`src/rtl/sumsq_radicand_feeder.sv`:
```
// Feeds x*x + y*y to the sqrt stage via a one-partial-product-per-cycle shift-add multiplier.
// Latency 2*IN_W cycles accept-to-out_valid; single transaction in flight, in_ready only in IDLE; SUMSQ_SAT_EN selects saturating radicand.
module sumsq_radicand_feeder #(
  parameter int IN_W  = 4,
  parameter int OUT_W = 8
) (
  input  logic             clk,
  input  logic             rst_n,
  input  logic             in_valid,
  output logic             in_ready,
  input  logic [IN_W-1:0]  x,
  input  logic [IN_W-1:0]  y,
  output logic             out_valid,
  input  logic             out_ready,
  output logic [OUT_W-1:0] radicand,
  output logic             ovf,
  output logic             busy
);

  localparam int ACC_W = 2 * IN_W + 1;
  localparam int CNT_W = (IN_W > 1) ? $clog2(IN_W) : 1;
  localparam int EXT_W = (ACC_W > OUT_W) ? ACC_W : OUT_W + 1;
  localparam logic [CNT_W-1:0] CNT_LAST = CNT_W'(IN_W - 1);
  localparam logic [EXT_W-1:0] LIMIT    = EXT_W'({OUT_W{1'b1}});

  typedef enum logic [1:0] {IDLE, SQ_X, SQ_Y, HOLD} state_t;

  state_t            state, state_nxt;
  logic [IN_W-1:0]   x_q, y_q, opnd;
  logic [ACC_W-1:0]  acc, acc_sum, pp;
  logic [CNT_W-1:0]  cnt;
  logic [EXT_W-1:0]  sum_ext;
  logic [OUT_W-1:0]  rad_nxt;
  logic              ovf_nxt, accept, last;

  assign in_ready  = (state == IDLE);
  assign out_valid = (state == HOLD);
  assign busy      = (state != IDLE);
  assign accept    = in_valid && in_ready;
  assign last      = (cnt == CNT_LAST);

  // Sum including the current partial product, so the final SQ_Y cycle can load the output directly.
  always_comb begin
    opnd    = (state == SQ_Y) ? y_q : x_q;
    pp      = opnd[cnt] ? (ACC_W'(opnd) << cnt) : '0;
    acc_sum = acc + pp;
    sum_ext = EXT_W'(acc_sum);
    ovf_nxt = (sum_ext > LIMIT);
`ifdef SUMSQ_SAT_EN
    rad_nxt = ovf_nxt ? {OUT_W{1'b1}} : sum_ext[OUT_W-1:0];
`else
    rad_nxt = sum_ext[OUT_W-1:0];
`endif
  end

  always_ff @(posedge clk or negedge rst_n) begin
    if (!rst_n) state <= IDLE;
    else        state <= state_nxt;
  end

  always_comb begin
    state_nxt = state;
    case (state)
      IDLE:    if (accept)    state_nxt = SQ_X;
      SQ_X:    if (last)      state_nxt = SQ_Y;
      SQ_Y:    if (last)      state_nxt = HOLD;
      HOLD:    if (out_ready) state_nxt = IDLE;
      default:                state_nxt = IDLE;
    endcase
  end

  always_ff @(posedge clk or negedge rst_n) begin
    if (!rst_n) begin
      x_q      <= '0;
      y_q      <= '0;
      acc      <= '0;
      cnt      <= '0;
      radicand <= '0;
      ovf      <= 1'b0;
    end else begin
      case (state)
        IDLE: begin
          if (accept) begin
            x_q <= x;
            y_q <= y;
            acc <= '0;
            cnt <= '0;
          end
        end
        SQ_X, SQ_Y: begin
          acc <= acc_sum;
          cnt <= last ? '0 : cnt + CNT_W'(1);
          if (state == SQ_Y && last) begin
            radicand <= rad_nxt;
            ovf      <= ovf_nxt;
          end
        end
        default: ;
      endcase
    end
  end

endmodule

```
`config.mk`:
```
export PLATFORM = sky130hd
export DESIGN_NAME = sumsq_radicand_feeder
export DESIGN_NICKNAME = d
export VERILOG_FILES = /design/src/rtl/sumsq_radicand_feeder.sv
export SDC_FILE = /design/constraint.sdc
export NUM_CORES = 1
export LEC_CHECK = 0
export ABC_CLOCK_PERIOD_IN_PS = 6100
export CORE_ASPECT_RATIO = 1.2
export CORE_MARGIN = 1
export CORE_UTILIZATION = 53
export DETAILED_ROUTE_END_ITERATION = 8
export PLACE_DENSITY = 0.78
export SETUP_SLACK_MARGIN = 0.4
export SLEW_MARGIN = 20
export SYNTH_ARGS = -nofsm -noshare
export SYNTH_HDL_FRONTEND = slang
export SYNTH_SLANG_ARGS = --single-unit
```
`constraint.sdc`:
```
create_clock -name clk -period 6.1 [get_ports clk]
set_input_delay 0.915 -clock clk [delete_from_list [all_inputs] [get_ports clk]]
set_output_delay 0.915 -clock clk [all_outputs]
set_load 0.1 [all_outputs]
```
==> results.cfg, run 1 <==
[clock_network]
post_cts_resized = 0
clk_pin_slew_ns = 0.09
hold_buffers = 0
cts.sink_count = 30
tritoncts = built
root_buffer = clkbuf_4
postCtsSetupBuffers = 0
clk_latency_ns = 0.34
cts_max_level = 2
numCtsBuffers = 5
clock_path_buffers = 2

[synthesis]
syn_area_sq_mm = 0.00171
syn_area_per_cell_sq_um = 10.4
synth-seq-cells = 30
synth-edff-count = 0
synth_cells = 165
ys_types = 42
synth_fp_nets = 190
synthArstFlopShare_pct = 100
seq_area_frac_synth_pct = 43.9
yosysWarnings = 0
ys.flop_type = dfrtp_1

[worst_setup_path]
crit_fanout = 8
path_buf_inv = 2
path_cells = inv_1, ha_1, clkdlybuf4s50_1
cp-end-kind = primary output
cpPeakStageDelay_ns = 1.18
crit_start = state[0]
r2r-start = state[0]
crit_required_ns = 5.18
startpoint_type = flip-flop
slowest_stage = clkdlybuf4s50_1
path_class = flip-flop to primary output
arrival_ns = 2.37
path_delay_family = buffers and inverters

[cells_and_area]
syn2layout_area_growth_pct = 17.7
antenna_cells = 0
drive_gt1_share_pct = 12.6
final_nets = 216
design_area_sq_mm = 0.00201

[floorplanning]
die_h_um = 64.2
num_rows = 22
die_w_um = 53.9
io_pins = 24
fp.coreArea_sq_mm = 0.00306
initial_core_util_pct = 56.0
dieArea_sq_mm = 0.00346

[sta]
slew_headroom_pct = 35.6
fin_setup_tns_ns = 0
hold_viol_final = 0
rsz0062_at_grt = false
setup_violations = 0
clock.fmax_mhz = 304
fin_skew_ns = 0.00329
period_needed_ns = 3.29
slew_violations = 0
post-route-period-util_pct = 53.9
max_slew.worst_pin.slew_ns = 0.962

[min_path]
hp-class = flip-flop to flip-flop
worstHoldStart = ovf

[job]
maxCapViolCount = 0

[grt]
grt_pass1_wl_mm = 5.60
grt_antenna_before_repair = 0
grt-ovfl-total = 0
grt_pass1_vias = 1277
track_usage_pct = 22.9
grt_max_degree = 31

[place]
placed_area_sq_mm = 0.00197
gp_congestion = 0.840
hpwl_mm = 2.48
io_buffers = 23

[drt]
routed_wl_mm = 3.27
vias = 1320
drt-initial-drc-count = 64
ant_nets = 0
drc_errors = 0
wl_per_cell_um = 14.4
drtPass1Iterations = 5
viasPerCell = 5.81

[status]
run_status = complete, no violations
-- registers in the layout (all words and copies together), names as in the netlist --
signal    count
acc           9
radicand      8
state         2
cnt           2
ovf           1
x_q           4
y_q           4
-- cells in the final DEF, fill, tap and decap left out, types with 2 or more instances in the layout --
cell type	count
or3_1	3
o21a_1	2
nand3b_1	2
ha_1	12
nor2_1	4
and3_1	2
nand3_1	5
nor3_1	3
a21oi_1	6
o21ai_1	2
a22o_1	3
mux2i_1	3
nand2b_1	4
clkbuf_4	5
clkinv_2	2
clkdlybuf4s50_1	23
dfrtp_1	30
o31ai_1	2
mux2_2	12
inv_1	8
xor2_1	4
o21ai_0	16
nand2_1	16
and2_1	3
-- final cells by class --
cell class / count / area [sq um]
multi-input combinational: 122 / 902
fill: 259 / 1040
timing repair buffer: 24 / 238
inverter: 8 / 30.0
tap: 36 / 45.0
clock inverter: 2 / 10.0
sequential: 30 / 751
clock buffer: 5 / 37.5
-- synthesized netlist by cell type (2+ instances only) --
master | instances | share of area, %
ha_1 | 12 | 8.8
o31ai_1 | 2 | 0.88
o21ai_0 | 16 | 4.7
nand2b_1 | 4 | 1.5
and3_1 | 2 | 0.73
o21a_1 | 2 | 0.88
and2_1 | 3 | 1.1
mux2i_1 | 3 | 1.8
a21oi_1 | 6 | 1.8
nor3_1 | 3 | 0.88
nand3b_1 | 2 | 0.88
inv_1 | 8 | 1.8
nor2_1 | 4 | 0.88
buf_4 | 2 | 0.88
nand3_1 | 5 | 1.5
a22o_1 | 3 | 1.5
nand2_1 | 16 | 3.5
dfrtp_1 | 30 | 44
o21ai_1 | 2 | 0.59
or3_1 | 3 | 1.1
mux2_2 | 12 | 7.9
xor2_1 | 4 | 2.0
clkbuf_1 | 2 | 0.44
-- worst register-to-register path: cells and delay by family (launching register included) --
kind,cells,cell delay [ns]
buf+inv,2,0.19
simple gates,4,0.93
compound gates,2,0.39
flops,1,0.41
fa+ha+maj,3,1.04
mux,1,0.19
-- through the flow --
step | hold slack (ns) | setup slack [ns] | utilization (%) | std cells
finish | 0.481 | 2.81 | 65.9 | 227
global route | 0.502 | 2.66 | 65.9 | 227
CTS | 0.491 | 2.80 | 65.9 | 227
detailed placement | 0.472 | 2.89 | 64.3 | 220
global placement | 0.461 | 3.07 | 64.3 | 220
floorplan | 0.456 | 3.10 | - | 165
-- logic make-up (layout without fill, tap and decap cells) --
logic type	Yosys count	after routing	share of synthesized area, %
simple gates	46	46	14.1
flops	30	30	43.9
mux	15	15	9.66
xor+xnor	5	5	2.56
buf+inv	13	39	3.36
fa+ha+maj	13	13	9.95
compound gates	43	43	16.5
-- per-layer routing --
metal	global-route usage (%)	share of wire (%)	vias to the layer above	wire length, um
li1	-	-	642	-
met1	26.0	42	634	1370
met3	5.00	4.4	9	145
met2	36.9	51	35	1650
met5	0	0	-	0
met4	15.1	2.9	0	95
-- path summary, 6_finish.rpt --
path                       cells past startpoint        to  slack, ns
setup / recovery                               3  in_ready       2.81
hold / removal                                 2       ovf       0.48
setup reg to reg                              12    acc[8]       2.89
hold reg to reg                                2       ovf       0.48
max in group asynchronous                      2    acc[6]       4.88
min in group asynchronous                      2    acc[8]       0.95
Power of run 1 is left out: the tool's default activity adds up to more than one toggle a clock period on the data nets, which glitch-free logic cannot reach.
==> inputs of run 2 (changes only) <==
--- a/config.mk
+++ b/config.mk
@@ -5,12 +5,12 @@
 export SDC_FILE = /design/constraint.sdc
 export NUM_CORES = 1
 export LEC_CHECK = 0
-export ABC_CLOCK_PERIOD_IN_PS = 6100
+export ABC_CLOCK_PERIOD_IN_PS = 2900
 export CORE_ASPECT_RATIO = 1.2
 export CORE_MARGIN = 1
-export CORE_UTILIZATION = 53
+export CORE_UTILIZATION = 49
 export DETAILED_ROUTE_END_ITERATION = 8
-export PLACE_DENSITY = 0.78
+export PLACE_DENSITY = 0.76
 export SETUP_SLACK_MARGIN = 0.4
 export SLEW_MARGIN = 20
 export SYNTH_ARGS = -nofsm -noshare
==> constraint.sdc (replaced) <==
create_clock -name clk -period 2.9 [get_ports clk]
set_input_delay 0.435 -clock clk [delete_from_list [all_inputs] [get_ports clk]]
set_output_delay 0.435 -clock clk [all_outputs]
set_load 0.1 [all_outputs]
==> run 2 against run 1 <==
Sequential share of layout area is 4.6 points lower. Wire length grew 17%. Critical path depth up 6. Register-to-register slack lost 2.8 ns. Via count up 4.9%. Non-clock buffer count up 17. First-iteration DRC count is 77% lower. Final cell count up 8.4%. Clock skew rose by 0.0012 ns. Highest routed layer unchanged.
==> results.cfg, run 2 (synthesis gave the netlist of run 1 again) <==
[sta]
period_needed_ns = 2.78
setup_violations = 0
hold_viol_final = 0
slew_headroom_pct = 47.5
fin_setup_tns_ns = 0
slew_violations = 0
fin_skew_ns = 0.00444
post-route-period-util_pct = 95.7
rsz0062_at_grt = true
clock.fmax_mhz = 360
max_slew.worst_pin.slew_ns = 0.782

[grt]
grt_antenna_before_repair = 0
grt-ovfl-total = 0
grt_pass1_vias = 1409
grt_pass1_wl_mm = 6.53
grt_max_degree = 31
track_usage_pct = 23.1

[floorplanning]
dieArea_sq_mm = 0.00373
io_pins = 24
die_h_um = 66.7
fp.coreArea_sq_mm = 0.00334
num_rows = 23
initial_core_util_pct = 51.2
die_w_um = 55.9

[clock_network]
tritoncts = built
clk_pin_slew_ns = 0.06
clk_latency_ns = 0.28
cts.sink_count = 30
clock_path_buffers = 2
numCtsBuffers = 5
root_buffer = clkbuf_8
hold_buffers = 0
cts_max_level = 2

[drt]
ant_nets = 0
drtPass1Iterations = 4
wl_per_cell_um = 15.6
routed_wl_mm = 3.84
drc_errors = 0
viasPerCell = 5.63
drt-initial-drc-count = 15
vias = 1385

[cells_and_area]
syn2layout_area_growth_pct = 34.2
drive_gt1_share_pct = 35.4
num-fill-cells = 244
regMostFlops = acc
antenna_cells = 0
mostFrequentLayoutCell = dfrtp_1
mostFrequentLayoutCells = 30 x dfrtp_1, 28 x buf_4, 16 x nand2_1
final_nets = 233
final_cells = 246
reg.largest.list = acc x9, radicand x8
largest_reg_flops = 9
seq_area_sq_um = 751
multi_input_area_sq_mm = 0.00103

[worst_setup_path]
crit_required_ns = 3.12
cp-end-kind = flip-flop
crit_fanout = 5
path_class = flip-flop to flip-flop
startpoint_type = flip-flop
arrival_ns = 2.99

[place]
gp_congestion = 0.826
placed_cells = 224
hpwl_mm = 2.60
io_buffers = 23

[job]
maxCapViolCount = 0

[min_path]
hp-class = flip-flop to flip-flop

[status]
run_status = complete, no violations
## run 2: changes by cell type in the layout (fill, tap and decap cells not counted), sizes merged
cell / before / now
buf: 1 / 30
clkbuf: 5 / 7
clkdlybuf4s50: 23 / 11
clkinv: 2 / 1
## run 2: area by class of cell
type / instances / share of cell area (%)
flip-flops and latches: 30 / 32.7
repair buffers: 41 / 14.9
inverters: 8 / 1.31
well taps: 37 / 2.02
multi-input cells: 122 / 45.1
clock buffers: 7 / 3.76
clock inverters: 1 / 0.218
## run 2: metrics by stage
stage | setup slack (ns) | instance area, sq um | utilization, % | hold WS, ns
after CTS | 0.119 | 2220 | 66.5 | 0.487
after detailed placement | -0.0647 | 1990 | 59.5 | 0.472
final | 0.125 | 2300 | 68.8 | 0.484
after global routing | 0.00324 | 2300 | 68.8 | 0.511
after floorplan | 0.161 | 1750 | - | 0.139
after global placement | 0.0806 | 1990 | 59.5 | 0.462
## run 2: critical path: stages (launching register included)
cell and delay (ns):
dfrtp_1 0.41, ha_4 0.22, mux2i_4 0.21, or3_4 0.40, fa_2 0.40, nor2b_4 0.12
o31a_1 0.19, a41oi_2 0.14, or4b_4 0.53, nand3_1 0.09
## run 2: final timing paths
path,startpoint,endpoint,slack [ns],depth (start not counted)
setup / recovery,state[1],acc[8],0.12,9
hold / removal,radicand[7],radicand[7],0.48,2
setup reg to reg,state[1],acc[8],0.12,9
hold reg to reg,radicand[7],radicand[7],0.48,2
max in group asynchronous,rst_n,cnt[0],2.09,2
min in group asynchronous,rst_n,acc[3],0.54,2
## run 2: metal layers
metal	track usage [%]	vias up	part of all wire, %
li1	-	676	-
met1	25.4	670	40
met2	42.6	30	55
met3	7.38	9	3.9
met4	7.01	0	1.7
met5	0	-	0
## run 2: repair_timing
item	4_1_cts	5_1_grt
setup buffers	10	4
resized for setup	15	14
pin swaps	10	13
setup endpoints to repair	11	9
Power of run 2 is left out for the same reason.
==> inputs of run 3 (changes only) <==
--- a/config.mk
+++ b/config.mk
@@ -6,6 +6,7 @@
 export NUM_CORES = 1
 export LEC_CHECK = 0
 export ABC_CLOCK_PERIOD_IN_PS = 2900
+export CAP_MARGIN = 20
 export CORE_ASPECT_RATIO = 1.2
 export CORE_MARGIN = 1
 export CORE_UTILIZATION = 49
==> results of run 3 <==
Final layout, timing and power as in run 2 (identical DEF).
Power of run 3 is left out for the same reason.
